**src/rtl/load_frame_pkg.sv**
```systemverilog
`default_nettype none
//==============================================================================
// Module  : load_frame_pkg
// Desc    : Shared FSM states, frame-start defaults and gray expansion helper.
// Rev     : 1.0 - initial release
//==============================================================================
package load_frame_pkg;

  typedef enum logic [1:0] {
    ST_IDLE  = 2'd0,
    ST_ARMED = 2'd1,
    ST_PLAY  = 2'd2,
    ST_FLUSH = 2'd3
  } lfState_t;

  localparam int c_FS_X_DEFAULT = 143;
  localparam int c_FS_Y_DEFAULT = 34;

  // Gray byte widens to 10 bits by repeating its top bits into the LSBs.
  localparam int         c_GRAY_EXP_BITS = 2;
  localparam logic [9:0] c_BORDER_RGB    = 10'h3FF;

  function automatic logic [9:0] grayTo10(input logic [7:0] g);
    return {g, g[7 -: c_GRAY_EXP_BITS]};
  endfunction

endpackage
`default_nettype wire

```
**src/rtl/lf_delay_line.sv**
```systemverilog
`default_nettype none
//==============================================================================
// Module  : lf_delay_line
// Desc    : Fixed-depth shift register with asynchronous active-low clear.
// Rev     : 1.0 - initial release
//==============================================================================
module lf_delay_line #(
  parameter int WIDTH = 1,
  parameter int DEPTH = 1
) (
  input  logic             iCLK,
  input  logic             iRST_N,
  input  logic [WIDTH-1:0] iD,
  output logic [WIDTH-1:0] oQ
);

  logic [DEPTH-1:0][WIDTH-1:0] r_stage;

  always_ff @(posedge iCLK or negedge iRST_N) begin
    if (!iRST_N) begin
      r_stage <= '0;
    end else begin
      r_stage[0] <= iD;
      for (int i = 1; i < DEPTH; i++) begin
        r_stage[i] <= r_stage[i-1];
      end
    end
  end

  assign oQ = r_stage[DEPTH-1];

endmodule
`default_nettype wire

```
**src/rtl/load_frame.sv**
```systemverilog
`default_nettype none
//==============================================================================
// Module  : load_frame
// Desc    : Replays a stored grayscale frame into a window of a live raster.
// Options : LOAD_FRAME_BORDER_EN - force the window's outer ring to white.
// Rev     : 1.0 - initial release
//==============================================================================
module load_frame
  import load_frame_pkg::*;
#(
  parameter int H_START = 144,
  parameter int V_START = 35,
  parameter int H_RES   = 160,
  parameter int V_RES   = 120,
  parameter int FS_X    = c_FS_X_DEFAULT,
  parameter int FS_Y    = c_FS_Y_DEFAULT,
  parameter int RD_LAT  = 2
) (
  input  logic        iCLK,
  input  logic        iRST_N,
  input  logic [12:0] iX,
  input  logic [12:0] iY,
  input  logic [9:0]  iRed,
  input  logic [9:0]  iGreen,
  input  logic [9:0]  iBlue,
  input  logic        iStart,
  input  logic        iStop,
  input  logic        iMode,
  output logic [14:0] oMemAddr,
  output logic        oMemRE,
  input  logic [7:0]  iMemData,
  output logic [9:0]  oRed,
  output logic [9:0]  oGreen,
  output logic [9:0]  oBlue,
  output logic        oInWin,
  output logic        oBusy,
  output logic        oDone,
  output logic [7:0]  oFrameCount
);

  localparam int         c_DLY_DEPTH  = 1 + RD_LAT;
  localparam logic [1:0] c_FLUSH_LAST = 2'(RD_LAT);
`ifdef LOAD_FRAME_BORDER_EN
  localparam int         c_DLY_WIDTH  = 32;
`else
  localparam int         c_DLY_WIDTH  = 31;
`endif

  lfState_t   r_state;
  lfState_t   w_nextState;
  logic       r_stopReq;
  logic [1:0] r_flushCnt;
  logic       w_clearCount;
  logic       w_incCount;
  logic       w_done;

  logic       w_inWin;
  logic       w_frameStart;
  logic       w_readReq;
  logic [12:0] w_dx;
  logic [12:0] w_dy;
  logic [14:0] w_addr;

  logic [c_DLY_WIDTH-1:0] w_dlyIn;
  logic [c_DLY_WIDTH-1:0] w_dlyOut;
  logic       w_dlyRead;
  logic [9:0] w_dlyRed;
  logic [9:0] w_dlyGreen;
  logic [9:0] w_dlyBlue;

  assign w_inWin = (iX >= 13'(H_START)) && (iX <= 13'(H_START + H_RES - 1)) &&
                   (iY >= 13'(V_START)) && (iY <= 13'(V_START + V_RES - 1));
  assign w_frameStart = (iX == 13'(FS_X)) && (iY == 13'(FS_Y));
  assign w_readReq    = (r_state == ST_PLAY) && w_inWin;

  // Modulo-2^15 arithmetic gives the same result as truncating the full sum.
  assign w_dx   = iX - 13'(H_START);
  assign w_dy   = iY - 13'(V_START);
  assign w_addr = 15'(w_dx) + 15'(H_RES) * 15'(w_dy);

  always_ff @(posedge iCLK or negedge iRST_N) begin
    if (!iRST_N) begin
      oMemAddr <= '0;
      oMemRE   <= 1'b0;
    end else begin
      oMemRE <= w_readReq;
      if (w_readReq) begin
        oMemAddr <= w_addr;
      end
    end
  end

  // ---------------------------------------------------------------- control
  always_ff @(posedge iCLK or negedge iRST_N) begin
    if (!iRST_N) begin
      r_state <= ST_IDLE;
    end else begin
      r_state <= w_nextState;
    end
  end

  always_comb begin
    w_nextState  = r_state;
    w_clearCount = 1'b0;
    w_incCount   = 1'b0;
    w_done       = 1'b0;
    case (r_state)
      ST_IDLE: begin
        if (iStart) begin
          w_nextState  = ST_ARMED;
          w_clearCount = 1'b1;
        end
      end
      ST_ARMED: begin
        if (iStop) begin
          w_nextState = ST_IDLE;
        end else if (w_frameStart) begin
          w_nextState = ST_PLAY;
        end
      end
      ST_PLAY: begin
        if (w_frameStart) begin
          w_incCount = 1'b1;
          if (!iMode || iStop || r_stopReq) begin
            w_nextState = ST_FLUSH;
          end
        end
      end
      ST_FLUSH: begin
        if (r_flushCnt == c_FLUSH_LAST) begin
          w_nextState = ST_IDLE;
          w_done      = 1'b1;
        end
      end
      default: w_nextState = ST_IDLE;
    endcase
  end

  always_ff @(posedge iCLK or negedge iRST_N) begin
    if (!iRST_N) begin
      r_stopReq   <= 1'b0;
      r_flushCnt  <= '0;
      oDone       <= 1'b0;
      oFrameCount <= '0;
    end else begin
      // A stop seen mid-frame waits for the next frame boundary.
      if ((r_state == ST_PLAY) && (w_nextState == ST_PLAY)) begin
        r_stopReq <= r_stopReq | iStop;
      end else begin
        r_stopReq <= 1'b0;
      end
      r_flushCnt <= (r_state == ST_FLUSH) ? r_flushCnt + 2'd1 : 2'd0;
      oDone      <= w_done;
      if (w_clearCount) begin
        oFrameCount <= '0;
      end else if (w_incCount && (oFrameCount != 8'hFF)) begin
        oFrameCount <= oFrameCount + 8'd1;
      end
    end
  end

  assign oBusy = (r_state != ST_IDLE);

  // ------------------------------------------------------- video alignment
`ifdef LOAD_FRAME_BORDER_EN
  logic w_border;
  logic w_dlyBorder;
  assign w_border = w_inWin &&
                    ((iX == 13'(H_START)) || (iX == 13'(H_START + H_RES - 1)) ||
                     (iY == 13'(V_START)) || (iY == 13'(V_START + V_RES - 1)));
  assign w_dlyIn     = {w_readReq, w_border, iRed, iGreen, iBlue};
  assign w_dlyBorder = w_dlyOut[30];
`else
  assign w_dlyIn = {w_readReq, iRed, iGreen, iBlue};
`endif

  lf_delay_line #(
    .WIDTH (c_DLY_WIDTH),
    .DEPTH (c_DLY_DEPTH)
  ) u_align (
    .iCLK   (iCLK),
    .iRST_N (iRST_N),
    .iD     (w_dlyIn),
    .oQ     (w_dlyOut)
  );

  assign w_dlyRead  = w_dlyOut[c_DLY_WIDTH-1];
  assign w_dlyRed   = w_dlyOut[29:20];
  assign w_dlyGreen = w_dlyOut[19:10];
  assign w_dlyBlue  = w_dlyOut[9:0];

  always_comb begin
    oInWin = 1'b0;
    oRed   = w_dlyRed;
    oGreen = w_dlyGreen;
    oBlue  = w_dlyBlue;
    if (w_dlyRead) begin
      oInWin = 1'b1;
      oRed   = grayTo10(iMemData);
      oGreen = grayTo10(iMemData);
      oBlue  = grayTo10(iMemData);
`ifdef LOAD_FRAME_BORDER_EN
      if (w_dlyBorder) begin
        oRed   = c_BORDER_RGB;
        oGreen = c_BORDER_RGB;
        oBlue  = c_BORDER_RGB;
      end
`endif
    end
  end

endmodule
`default_nettype wire

```
**config.mk**
```make
export PLATFORM = sky130hd
export DESIGN_NAME = load_frame
export DESIGN_NICKNAME = d
export VERILOG_FILES = /design/src/rtl/load_frame_pkg.sv /design/src/rtl/lf_delay_line.sv /design/src/rtl/load_frame.sv
export SDC_FILE = /design/constraint.sdc
export NUM_CORES = 1
export LEC_CHECK = 0
export ABC_AREA = 1
export BUFFER_PORTS_ARGS = -buffer_cell sky130_fd_sc_hd__buf_2
export CAP_MARGIN = 20
export CELL_PAD_IN_SITES_DETAIL_PLACEMENT = 1
export CELL_PAD_IN_SITES_GLOBAL_PLACEMENT = 1
export CORE_MARGIN = 3
export CORE_UTILIZATION = 35
export DETAILED_ROUTE_END_ITERATION = 8
export GPL_ROUTABILITY_DRIVEN = 0
export PLACE_DENSITY_LB_ADDON = 0.1
export SLEW_MARGIN = 20
export SYNTH_ARGS = -nofsm -noshare
export SYNTH_HDL_FRONTEND = slang
export SYNTH_HIERARCHICAL = 1
export SYNTH_SLANG_ARGS = --single-unit
```
**constraint.sdc**
```tcl
create_clock -name iCLK -period 3.4 [get_ports iCLK]
set_input_delay 0.68 -clock iCLK [delete_from_list [all_inputs] [get_ports iCLK]]
set_output_delay 0.68 -clock iCLK [all_outputs]
set_load 0.03 [all_outputs]
```
## Yosys cells after proc, flatten, opt, wreduce, memory -nomap -nowiden

Index checks and enable logic that the tools add are counted.

| operators by class | value |
|---|---|
| add/sub/neg operators | 5 |
| multipliers | 1 |
| magnitude comparators | 4 |
| equal/unequal tests | 8 |
| multiplexer cells | 21 |
| bitwise operators | 1 |
| reductions and logical operators | 13 |

Operator list:

| operator | number |
|---|---|
| 10-bit two-way mux | 3 |
| 8-bit two-way mux | 2 |
| 13-bit by 15-bit adder with 15-bit output | 1 |
| 2-bit two-way mux | 7 |
| 13-bit by 6-bit == test with 1-bit output, second input constant | 1 |
| 13-bit by 8-bit == test with 1-bit output, second input constant | 1 |
| 13-bit by 6-bit greater-or-equal comparator with 1-bit output, second input constant | 1 |
| 13-bit by 8-bit greater-or-equal comparator with 1-bit output, second input constant | 1 |
| 13-bit by 8-bit less-or-equal comparator with 1-bit output, second input constant | 1 |
| 13-bit by 9-bit less-or-equal comparator with 1-bit output, second input constant | 1 |
| 3-bit by 13-bit multiplier with 10-bit output, first input constant | 1 |
| 13-bit by 6-bit subtractor with 13-bit output, second input constant | 1 |
| 13-bit by 8-bit subtractor with 13-bit output, second input constant | 1 |
| 8-bit by 1-bit adder with 8-bit output, second input constant | 1 |
| 2-bit == test, second input constant | 4 |
| 1-bit two-way mux | 8 |
| 8-bit != test, second input constant | 1 |
| 2-bit case mux with 4 select lines | 1 |
| 1-bit logical AND | 7 |
| 2-bit nonzero test | 2 |
| 2-bit by 1-bit adder with 2-bit output, second input constant | 1 |
| 2-bit by 1-bit == test with 1-bit output, second input constant | 1 |
| 2-bit zero test | 1 |
| 1-bit logical OR | 2 |
| 2 further kinds | 2 |

| word-level totals | value |
|---|---|
| register bits after elaboration | 123 |
| bits of input ports | 69 |

## Logic depth before layout (Yosys ltp)

Gate-level depths: netlist of run 1.

| logic depth | value |
|---|---|
| depth after elaboration | 9 |
| depth in mapped cells | 23 |
| depth with buffers taken out | 23 |

## By module

Netlist of run 1, hierarchy kept.

Modules (own cells, without submodules):

| module | times used | cells an instance | area each (um^2) |
|---|---|---|---|
| load_frame | 1 | 446 | 3020.4 |
| lf_delay_line | 1 | 124 | 2560.0 |

## Worst setup path after synthesis of run 1

No wires, ideal clock.

| path | value |
|---|---|
| kind | input to register |
| start point | in iY[0] |
| end point | reg oMemAddr[13] |
| library setup time | 0.124 ns |
| data arrival time | 3.283 ns |
| required time | 3.276 ns |
| setup slack | -0.007 ns |
| cell stages on the path | 16 |
| cells stage by stage | ha_1 -> o21ai_0 -> xor2_1 -> ha_1 -> ha_1 -> nand2_1 -> nand2_1 -> a21oi_1 -> xor2_1 -> inv_1 -> ha_1 -> a21oi_1 -> o21ai_0 -> a21oi_1 -> xor2_1 -> o21ai_1 |

| between the ends | value |
|---|---|
| longest elaborated chain between the ends | 4 |

Ends and longest elaborated chain:

| what | RTL line | RTL |
|---|---|---|
| start, declared | load_frame.sv:22 | `input logic [12:0] iY,` |
| branches (longest 4 deep; another with 13-bit by 15-bit adder with 15-bit output) | -- |  |
| end signal, assigned | load_frame.sv:88 | `oMemAddr <= w_addr;` |
| end, declared | load_frame.sv:29 | `output logic [14:0] oMemAddr,` |

Parallel ways; which one is timed is not known.
A chain may end at the register's enable or synchronous reset.

## Worst setup path in the final report of run 1

| path | value |
|---|---|
| start point | in iY[0] |
| end point | reg oMemAddr[14] |

The elaborated chain is that of the path after synthesis.

==> results.sh, run 1 <==
export IMPL_power_mw=4.18
export IMPL_yosys_area_top_type="dfrtp_1"
export IMPL_cts_max_level=4
export IMPL_period_minus_slack_ns=3.31
export IMPL_via_per_inst=4.50
export IMPL_drv_cap=0
export IMPL_final_util_pct=46.4
export IMPL_critPathLaunchType="input pin"
export IMPL_setup_worst_path_end_class="flop"
export IMPL_syn_avg_cell_area_um2=9.79
export IMPL_clock_sinks=123
export IMPL_multi_input_area_um2=2020
export IMPL_hp_class="in2async"
export IMPL_worst_pin_slew_ns=0.619
export IMPL_slew_limit_headroom_pct=58.8
export IMPL_yosysWarnings=6
export IMPL_critPathSlowestCell="fa_2"
export IMPL_antenna_cells=0
export IMPL_synth_edf_count=0
export IMPL_pre_cts_slack_ns=-0.400
export IMPL_cts_buffers_inserted=17
export IMPL_cts_buffer_depth=2
export IMPL_synth_cell_types=30
export IMPL_worst_ep_required_time_ns=3.69
export IMPL_drc_errors=0
export IMPL_fin_ws_ns=0.0901
export IMPL_finalNetCount=806
export IMPL_fillers=1823
export IMPL_coreArea_um2=15400
export IMPL_io_pins=126
export IMPL_drive_gt1_share_pct=31.5
export IMPL_top_usage_layer="met2"
export IMPL_yosysTopAreaCellShare_pct=55.2
export IMPL_critPathMostFrequentCell="nand2_1"
export IMPL_grt_pass1_vias=4463
export IMPL_status="completed"
export IMPL_ys_ff_latch=123
export IMPL_vias=4186
export IMPL_setup_viol=0
export IMPL_synth_area_leaders="dfrtp_1 55%, nand2_1 6.6%, ha_1 6.3%"
export IMPL_arrival_ns=3.60
export IMPL_synthArstFlopShare_pct=100
export IMPL_die_area_um2=17500
export IMPL_peakVddDrop_v=0.000328
export IMPL_reg2reg_slack_ns=1.40
export IMPL_slew_violations=0
export IMPL_finalCritPeriodShare_pct=97.4
export IMPL_drtIter0Drc=150
export IMPL_power_density_nw_per_um2=584
export IMPL_max_freq_ghz=0.302
export IMPL_final_area_um2=7160
export IMPL_synth_seq_area_share_pct=55.2
export IMPL_initial_core_util_pct=36.2
export IMPL_grt_overflow=0
export IMPL_gr_usage_met1_pct=20.3
export IMPL_clk_latency_ns=0.40
export IMPL_place_area_um2=6440
export IMPL_criticalPathCategory="in2reg"
export IMPL_crit_fanout=3
export IMPL_grt_pass1_wl_um=22000
export IMPL_ant_nets=0
export IMPL_grt_max_degree=65
export IMPL_syn_area_um2=5580
export IMPL_rows=45
export IMPL_cp_cell_sequence="buf_2 > inv_1 > ha_4 > inv_1 > ha_1 > ha_1 > fa_2 > buf_4 > xor2_1 > ha_1 > nand2_1 > nor2_1 > nand3_1 > nand3_1 > nand2_1 > nand2_1 > nand2_1 > inv_1 > nand2_1 > nand3_1 > nand2_1"
export IMPL_startpoint="iY[0]"
export IMPL_grtUsageMet2_pct=26.0
export IMPL_cts_clk_slew_worst_paths_ns=0.05
export IMPL_dpl_hpwl_um=10300
export IMPL_crit_buf_inv=5
export IMPL_io_buffers=125
export IMPL_critPathTopFamily="adder cells"
export IMPL_first_pass_iters=4
export IMPL_regArea_um2=3080
export IMPL_hold_viol_final=0
export IMPL_routedWlPerCell_um=14.2
export IMPL_syn_inst=570
export IMPL_slowest_delay_ns=0.36
export IMPL_synth_nets=669
export IMPL_finClkSkew_ns=0.00598
export IMPL_die_h_um=132
export IMPL_timing_rr_start="oFrameCount[0]"
export IMPL_drt_total_wl_um=13200
export IMPL_grt_met3_usage_pct=3.97
export IMPL_cts_tree="done"
export IMPL_track_usage_pct=15.7
export IMPL_leakage_nw=3.78
export IMPL_syn_to_final_growth_pct=28.2
export IMPL_synth_ff_type="dfrtp_1"
export IMPL_die_w_um=132
export IMPL_antenna_found_initial=0
export IMPL_cts_root_buffer="clkbuf_16"
-- cells by family after synthesis --
kind of cell	synth area share (%)
AND/OR/NAND/NOR	15.7
buffers and inverters	11.0
flip-flops	55.2
AO/OA/AOI/OAI	6.93
adder cells (fa/ha/maj)	7.00
XOR/XNOR	4.24
-- cell usage after synthesis (all sizes together), types with 2 or more instances --
cell type / instances
nand2: 99
xnor2: 8
nor2: 31
nand4: 18
ha: 28
nand3: 34
fa: 2
buf: 33
inv: 90
a21oi: 11
clkbuf: 5
xor2: 19
nor3: 10
o21ai: 52
dfrtp: 123
-- sequential cells by signal (all words and copies together) (netlist names) --
name / count
u_align/r_stage: 62
u_align/oQ: 31
oMemAddr: 15
oFrameCount: 8
r_flushCnt: 2
r_state: 2
oDone: 1
oMemRE: 1
r_stopReq: 1
-- layout make-up --
type,instances,area share [%]
Clock buffer,20,6.52
Tap cell,211,3.69
Sequential cell,123,43.0
Inverter,90,4.72
Timing Repair Buffer,156,12.2
Multi-Input combinational cell,319,28.3
Clock inverter,12,1.56
-- power by group --
part | total [mW] | leakage, nW | switching (mW) | internal [mW]
Sequential | 1.59 | 1.50 | 0.0361 | 1.55
Clock | 1.71 | 0.279 | 0.639 | 1.07
Combinational | 0.888 | 2.00 | 0.524 | 0.363
Total | 4.18 | 3.78 | 1.20 | 2.98
-- repair_timing --
action,CTS,global route
buffers inserted,0,1
gates resized for setup,0,27
setup endpoints to repair,0,4
hold buffers,0,0
-- layout by cell type (no fill, tap or decap), drive strengths merged --
| cell | synthesis | layout |
|---|---|---|
| a21o | 1 | 1 |
| a21oi | 11 | 11 |
| a31oi | 1 | 1 |
| buf | 33 | 156 |
| bufinv | 0 | 1 |
| clkbuf | 5 | 20 |
| clkinv | 0 | 5 |
| clkinvlp | 0 | 3 |
| dfrtp | 123 | 123 |
| fa | 2 | 2 |
| ha | 28 | 28 |
| inv | 90 | 93 |
| nand2 | 99 | 99 |
| nand3 | 34 | 34 |
| nand3b | 1 | 1 |
| nand4 | 18 | 18 |
| nor2 | 31 | 31 |
| nor3 | 10 | 10 |
| nor4 | 1 | 1 |
| o21ai | 52 | 52 |
| o221ai | 1 | 1 |
| o31ai | 1 | 1 |
| or2 | 1 | 1 |
| xnor2 | 8 | 8 |
| xor2 | 19 | 19 |
-- path summary, 6_finish.rpt --
kind / cells past startpoint / to
max in group asynchronous: 2 / oMemAddr[12]
setup / recovery: 21 / oMemAddr[14]
min in group iCLK: 0 / u_align/oQ[28]
hold / removal: 1 / u_align/oQ[7]
hold reg to reg: 0 / u_align/oQ[28]
setup reg to reg: 8 / oFrameCount[0]
-- worst register-to-register path, delay by kind of cell (launching register included) --
| family | cells | cell delay, ns |
|---|---|---|
| AND/OR/NAND/NOR | 6 | 1.22 |
| buffers and inverters | 1 | 0.07 |
| adder cells (fa/ha/maj) | 1 | 0.23 |
| flip-flops | 1 | 0.42 |
-- through the flow --
step,TNS (ns),std cells,hold slack [ns]
2_1_floorplan,0,570,0.331
3_3_place_gp,-0.933,898,0.332
3_5_place_dp,-1.37,898,0.336
4_1_cts,0,930,0.123
5_1_grt,-0.0569,931,0.128
6_report,0,931,0.138
-- routing by layer --
layer	part of all wire (%)	wire, um
met1	45	5940
met2	49	6470
met3	4.5	598
met4	1.3	176
met5	0	0
No activity file was read; power rests on OpenSTA's default activity.
==> run 2, diff against run 1 <==
==> constraint.sdc (replaced) <==
create_clock -name iCLK -period 3.4 [get_ports iCLK]
set_input_delay 0.51 -clock iCLK [delete_from_list [all_inputs] [get_ports iCLK]]
set_output_delay 0.51 -clock iCLK [all_outputs]
set_load 0.03 [all_outputs]
==> run 2 against run 1 <==
Effect of this change:
- design area shrank 2.3%
- final cell count decreased by 0.75%
- sequential power barely moved
- hold slack improved by 0.056 ns
==> results.sh, run 2 (synthesized netlist as in run 1, its figures left out) <==
export IMPL_criticalPathCategory="in2reg"
export IMPL_grt_met3_usage_pct=4.16
export IMPL_grt_pass1_wl_um=21900
export IMPL_via_per_inst=4.48
export IMPL_drtIter0Drc=147
export IMPL_timing_rr_end="oFrameCount[5]"
export IMPL_final_cell_mix="124 x buf_2, 123 x dfrtp_1, 98 x nand2_1, 90 x inv_1, 35 x o21ai_0"
export IMPL_r2r_cells=8
export IMPL_max_freq_ghz=0.319
export IMPL_finalNetCount=800
export IMPL_top_register="u_align/r_stage"
export IMPL_timing_rr_start="oFrameCount[0]"
export IMPL_finalCritPeriodShare_pct=92.3
export IMPL_peakVddDrop_v=0.000302
export IMPL_drive_gt1_share_pct=28.1
export IMPL_critPathLaunchType="input pin"
export IMPL_dpl_hpwl_um=10400
export IMPL_hp_class="in2async"
export IMPL_crit_fanout=5
export IMPL_grt_pass1_vias=4428
export IMPL_die_area_um2=17500
export IMPL_clock_sinks=123
export IMPL_initial_core_util_pct=36.2
export IMPL_antenna_cells=0
export IMPL_io_buffers=125
export IMPL_drt_total_wl_um=13200
export IMPL_syn_to_final_growth_pct=25.2
export IMPL_slew_violations=0
export IMPL_reg2reg_slack_ns=1.42
export IMPL_power_mw=4.12
export IMPL_final_area_um2=6990
export IMPL_vias=4144
export IMPL_leakage_nw=3.74
export IMPL_grtUsageMet2_pct=26.5
export IMPL_track_usage_pct=15.7
export IMPL_grt_overflow=0
export IMPL_period_minus_slack_ns=3.14
export IMPL_cts_buffer_depth=2
export IMPL_drc_errors=0
export IMPL_cts_root_buffer="clkbuf_16"
export IMPL_cts_buffers_inserted=17
export IMPL_place_area_um2=6400
export IMPL_worst_pin_slew_ns=0.820
export IMPL_first_pass_iters=4
export IMPL_gr_usage_met1_pct=19.6
export IMPL_status="completed"
export IMPL_top_usage_layer="met2"
export IMPL_setup_viol=0
export IMPL_drv_cap=0
export IMPL_power_density_nw_per_um2=590
export IMPL_cts_tree="done"
export IMPL_routedWlPerCell_um=14.3
export IMPL_largest_reg_flops=62
export IMPL_slew_limit_headroom_pct=45.3
export IMPL_arrival_ns=3.41
export IMPL_grt_setup_unrepaired="no"
export IMPL_cts_max_level=4
export IMPL_cts_clk_slew_worst_paths_ns=0.05
export IMPL_worst_ep_required_time_ns=3.67
export IMPL_io_pins=126
export IMPL_grt_max_degree=66
export IMPL_coreArea_um2=15400
export IMPL_ant_nets=0
export IMPL_clk_latency_ns=0.40
export IMPL_die_h_um=132
export IMPL_die_w_um=132
export IMPL_final_common_cell="buf_2"
export IMPL_hold_viol_final=0
export IMPL_antenna_found_initial=1
export IMPL_setup_worst_path_end_class="flop"
export IMPL_rows=45
export IMPL_finClkSkew_ns=0.00797
==> run 2: per-stage QoR <==
step | setup TNS, ns | utilization [%] | worst slack, ns | hold WS (ns) | cells
2_1_floorplan | 0 | - | 0.163 | 0.214 | 570
4_1_cts | 0 | 45.2 | 0.182 | 0.191 | 924
3_3_place_gp | -0.251 | 41.5 | -0.140 | 0.332 | 893
5_1_grt | 0 | 45.3 | 0.00651 | 0.190 | 924
3_5_place_dp | -0.630 | 41.5 | -0.226 | 0.336 | 893
6_report | 0 | 45.3 | 0.260 | 0.194 | 924
==> run 2: report_power, final <==
part	switching, mW	internal [mW]
combinational	0.503	0.321
sequential	0.0361	1.55
clock	0.614	1.10
total	1.15	2.97
==> run 2: worst max-delay path: stages <==
cell,delay [ns]
buf_2,0.11
ha_1,0.25
o21ai_1,0.22
xor2_1,0.23
ha_1,0.27
ha_1,0.35
nand2_1,0.08
nand2_1,0.07
a21oi_1,0.15
xor2_1,0.17
inv_1,0.06
ha_1,0.32
a21oi_1,0.15
o21ai_0,0.09
a21oi_1,0.15
xor2_1,0.16
o21ai_1,0.07
==> run 2: worst max path at each step <==
stage,start,to,slack [ns],cells after the start
finish,iY[0],oMemAddr[13],0.26,17
floorplan,iY[0],oMemAddr[13],0.16,16
detailed placement,iY[0],oMemAddr[13],-0.23,17
CTS,iY[0],oMemAddr[13],0.18,17
global placement,iY[0],oMemAddr[13],-0.14,17
global route,iY[0],oMemAddr[14],0.007,21
==> run 2: metal layers <==
layer	share of wire, %	wire length, um	up-vias
met5	0.098	13	-
met3	4.4	584	18
met4	1.2	162	2
met2	49	6530	99
met1	45	5920	1977
li1	-	-	2048
==> run 2: area by class of cell <==
type	count	area [um2]
clock buffers	22	494
repair buffers	150	828
clock inverters	9	87.6
well taps	211	264
multi-input cells	319	1900
flip-flops and latches	123	3080
fillers	1845	8440
inverters	90	338
==> run 2: what timing repair did <==
item / 4_1_cts / 5_1_grt
resized for setup: 0 / 5
endpoints found under the setup margin: 0 / 3
hold buffers: 0 / 0
buffers inserted: 0 / 0
==> run 3, diff against run 2 <==
--- a/config.mk
+++ b/config.mk
@@ -15,6 +15,7 @@
 export DETAILED_ROUTE_END_ITERATION = 8
 export GPL_ROUTABILITY_DRIVEN = 0
 export PLACE_DENSITY_LB_ADDON = 0.1
+export RECOVER_POWER = 100
 export SLEW_MARGIN = 20
 export SYNTH_ARGS = -nofsm -noshare
 export SYNTH_HDL_FRONTEND = slang
==> run 3 against run 2 <==
Effect of this change:
- the flow now finishes with violations (max-capacitance violations, max-slew violations)
- power shrank 0.67%
- fmax hardly changed
- largest cell class unchanged
- wire length up 0.82%
- combinational power fell by 3.0%
- die area is the same
- design area decreased by 2.1%
- sequential share of layout area increased by 0.97 points
- clock skew hardly changed
==> results.sh, run 3 (synthesized netlist as in run 1, its figures left out) <==
export IMPL_power_density_nw_per_um2=599
export IMPL_io_buffers=125
export IMPL_coreArea_um2=15400
export IMPL_setup_viol=0
export IMPL_cts_root_buffer="clkbuf_16"
export IMPL_grt_setup_unrepaired="no"
export IMPL_grt_overflow=0
export IMPL_final_area_um2=6840
export IMPL_initial_core_util_pct=36.2
export IMPL_largest_reg_flops=62
export IMPL_crit_fanout=5
export IMPL_drc_errors=0
export IMPL_drv_cap=2
export IMPL_clock_sinks=123
export IMPL_worst_pin_slew_ns=1.65
export IMPL_drt_total_wl_um=13300
export IMPL_antenna_cells=0
export IMPL_track_usage_pct=15.7
export IMPL_final_common_cell="dfrtp_1"
export IMPL_drive_gt1_share_pct=17.4
export IMPL_die_w_um=132
export IMPL_ctsResizeCount=0
export IMPL_place_area_um2=6400
export IMPL_ant_nets=0
export IMPL_dpl_hpwl_um=10400
export IMPL_violations="max-capacitance violations, max-slew violations"
export IMPL_vias=4146
export IMPL_cts_hold_buffers=0
export IMPL_die_h_um=132
export IMPL_drtIter0Drc=128
export IMPL_syn_to_final_growth_pct=22.6
export IMPL_finalNetCount=800
export IMPL_criticalPathCategory="in2reg"
export IMPL_clk_latency_ns=0.40
export IMPL_via_per_inst=4.49
export IMPL_cts_tree="done"
export IMPL_final_cell_mix="123 x dfrtp_1, 99 x nand2_1, 90 x inv_1, 65 x buf_2, 65 x clkbuf_1"
export IMPL_arrival_ns=3.41
export IMPL_slew_limit_headroom_pct=-9.83
export IMPL_setup_worst_path_end_class="flop"
export IMPL_grt_max_degree=66
export IMPL_top_register="u_align/r_stage"
export IMPL_fillers=1872
export IMPL_io_pins=126
export IMPL_whs_ns=0.212
export IMPL_status="complete, but fails checks"
export IMPL_max_freq_ghz=0.319
export IMPL_antenna_found_initial=1
export IMPL_critPathLaunchType="input pin"
export IMPL_cts_max_level=4
export IMPL_slew_violations=100
export IMPL_cts_buffers_inserted=17
export IMPL_period_minus_slack_ns=3.14
export IMPL_grt_pass1_wl_um=21900
export IMPL_first_pass_iters=4
export IMPL_leakage_nw=3.48
export IMPL_hp_class="in2reg"
export IMPL_rows=45
export IMPL_grt_pass1_vias=4428
export IMPL_hold_viol_final=0
export IMPL_worst_ep_required_time_ns=3.67
export IMPL_post_cts_buffers=0
export IMPL_peakVddDrop_v=0.000303
export IMPL_cts_clk_slew_worst_paths_ns=0.05
export IMPL_routedWlPerCell_um=14.4
export IMPL_finClkSkew_ns=0.00772
export IMPL_cts_buffer_depth=2
export IMPL_finalCritPeriodShare_pct=92.3
export IMPL_die_area_um2=17500
run 3: final timing paths:
| check | from | end | slack (ns) | cells after the start |
|---|---|---|---|---|
| setup / recovery | iY[0] | oMemAddr[13] | 0.26 | 17 |
| max in group asynchronous | iRST_N | oFrameCount[4] | 0.68 | 2 |
| hold / removal | iRed[7] | u_align/r_stage[27] | 0.21 | 1 |
| min in group asynchronous | iRST_N | u_align/r_stage[60] | 0.48 | 1 |
| hold reg to reg | u_align/r_stage[29] | u_align/r_stage[60] | 0.34 | 0 |
| setup reg to reg | oFrameCount[0] | oFrameCount[5] | 1.29 | 8 |
run 3: through the flow:
step	instances	util [%]	power (mW)	setup slack (ns)	TNS [ns]
after floorplan	570	-	2.16	0.163	0
after global placement	893	41.5	2.42	-0.140	-0.251
after detailed placement	893	41.5	2.45	-0.226	-0.630
after CTS	924	45.2	4.19	0.182	0
after global routing	924	44.3	4.34	0.00668	0
final	924	44.3	4.09	0.263	0
run 3: critical path, stage by stage:
cell     delay [ns]
buf_2          0.11
ha_1           0.25
o21ai_1        0.22
xor2_1         0.23
ha_1           0.27
ha_1           0.35
nand2_1        0.08
nand2_1        0.07
a21oi_1        0.15
xor2_1         0.17
inv_1          0.06
ha_1           0.32
a21oi_1        0.15
o21ai_0        0.09
a21oi_1        0.15
xor2_1         0.16
o21ai_1        0.07
run 3: layer usage:
metal  wire length, um  up-vias  share of wire [%]  global-route usage [%]
met5                13        -              0.098                       0
met4               162        2                1.2                    5.02
met3               567       18                4.3                    4.16
met2              6550       96                 49                    26.5
met1              6030     1978                 45                    19.6
li1                  -     2052                  -                       -
run 3: layout make-up:
cell class / instances / area [um2] / share of cell area [%]
Clock inverter: 9 / 87.6 / 1.28
Multi-Input combinational cell: 319 / 1860 / 27.2
Sequential cell: 123 / 3080 / 45.0
Timing Repair Buffer: 150 / 717 / 10.5
Inverter: 90 / 338 / 4.94
Clock buffer: 22 / 494 / 7.23
Tap cell: 211 / 264 / 3.86
run 3: power breakdown:
group	internal [mW]	total, mW	switching, mW
sequential	1.55	1.58	0.0351
clock	1.10	1.71	0.613
combinational	0.302	0.799	0.497
total	2.95	4.09	1.14
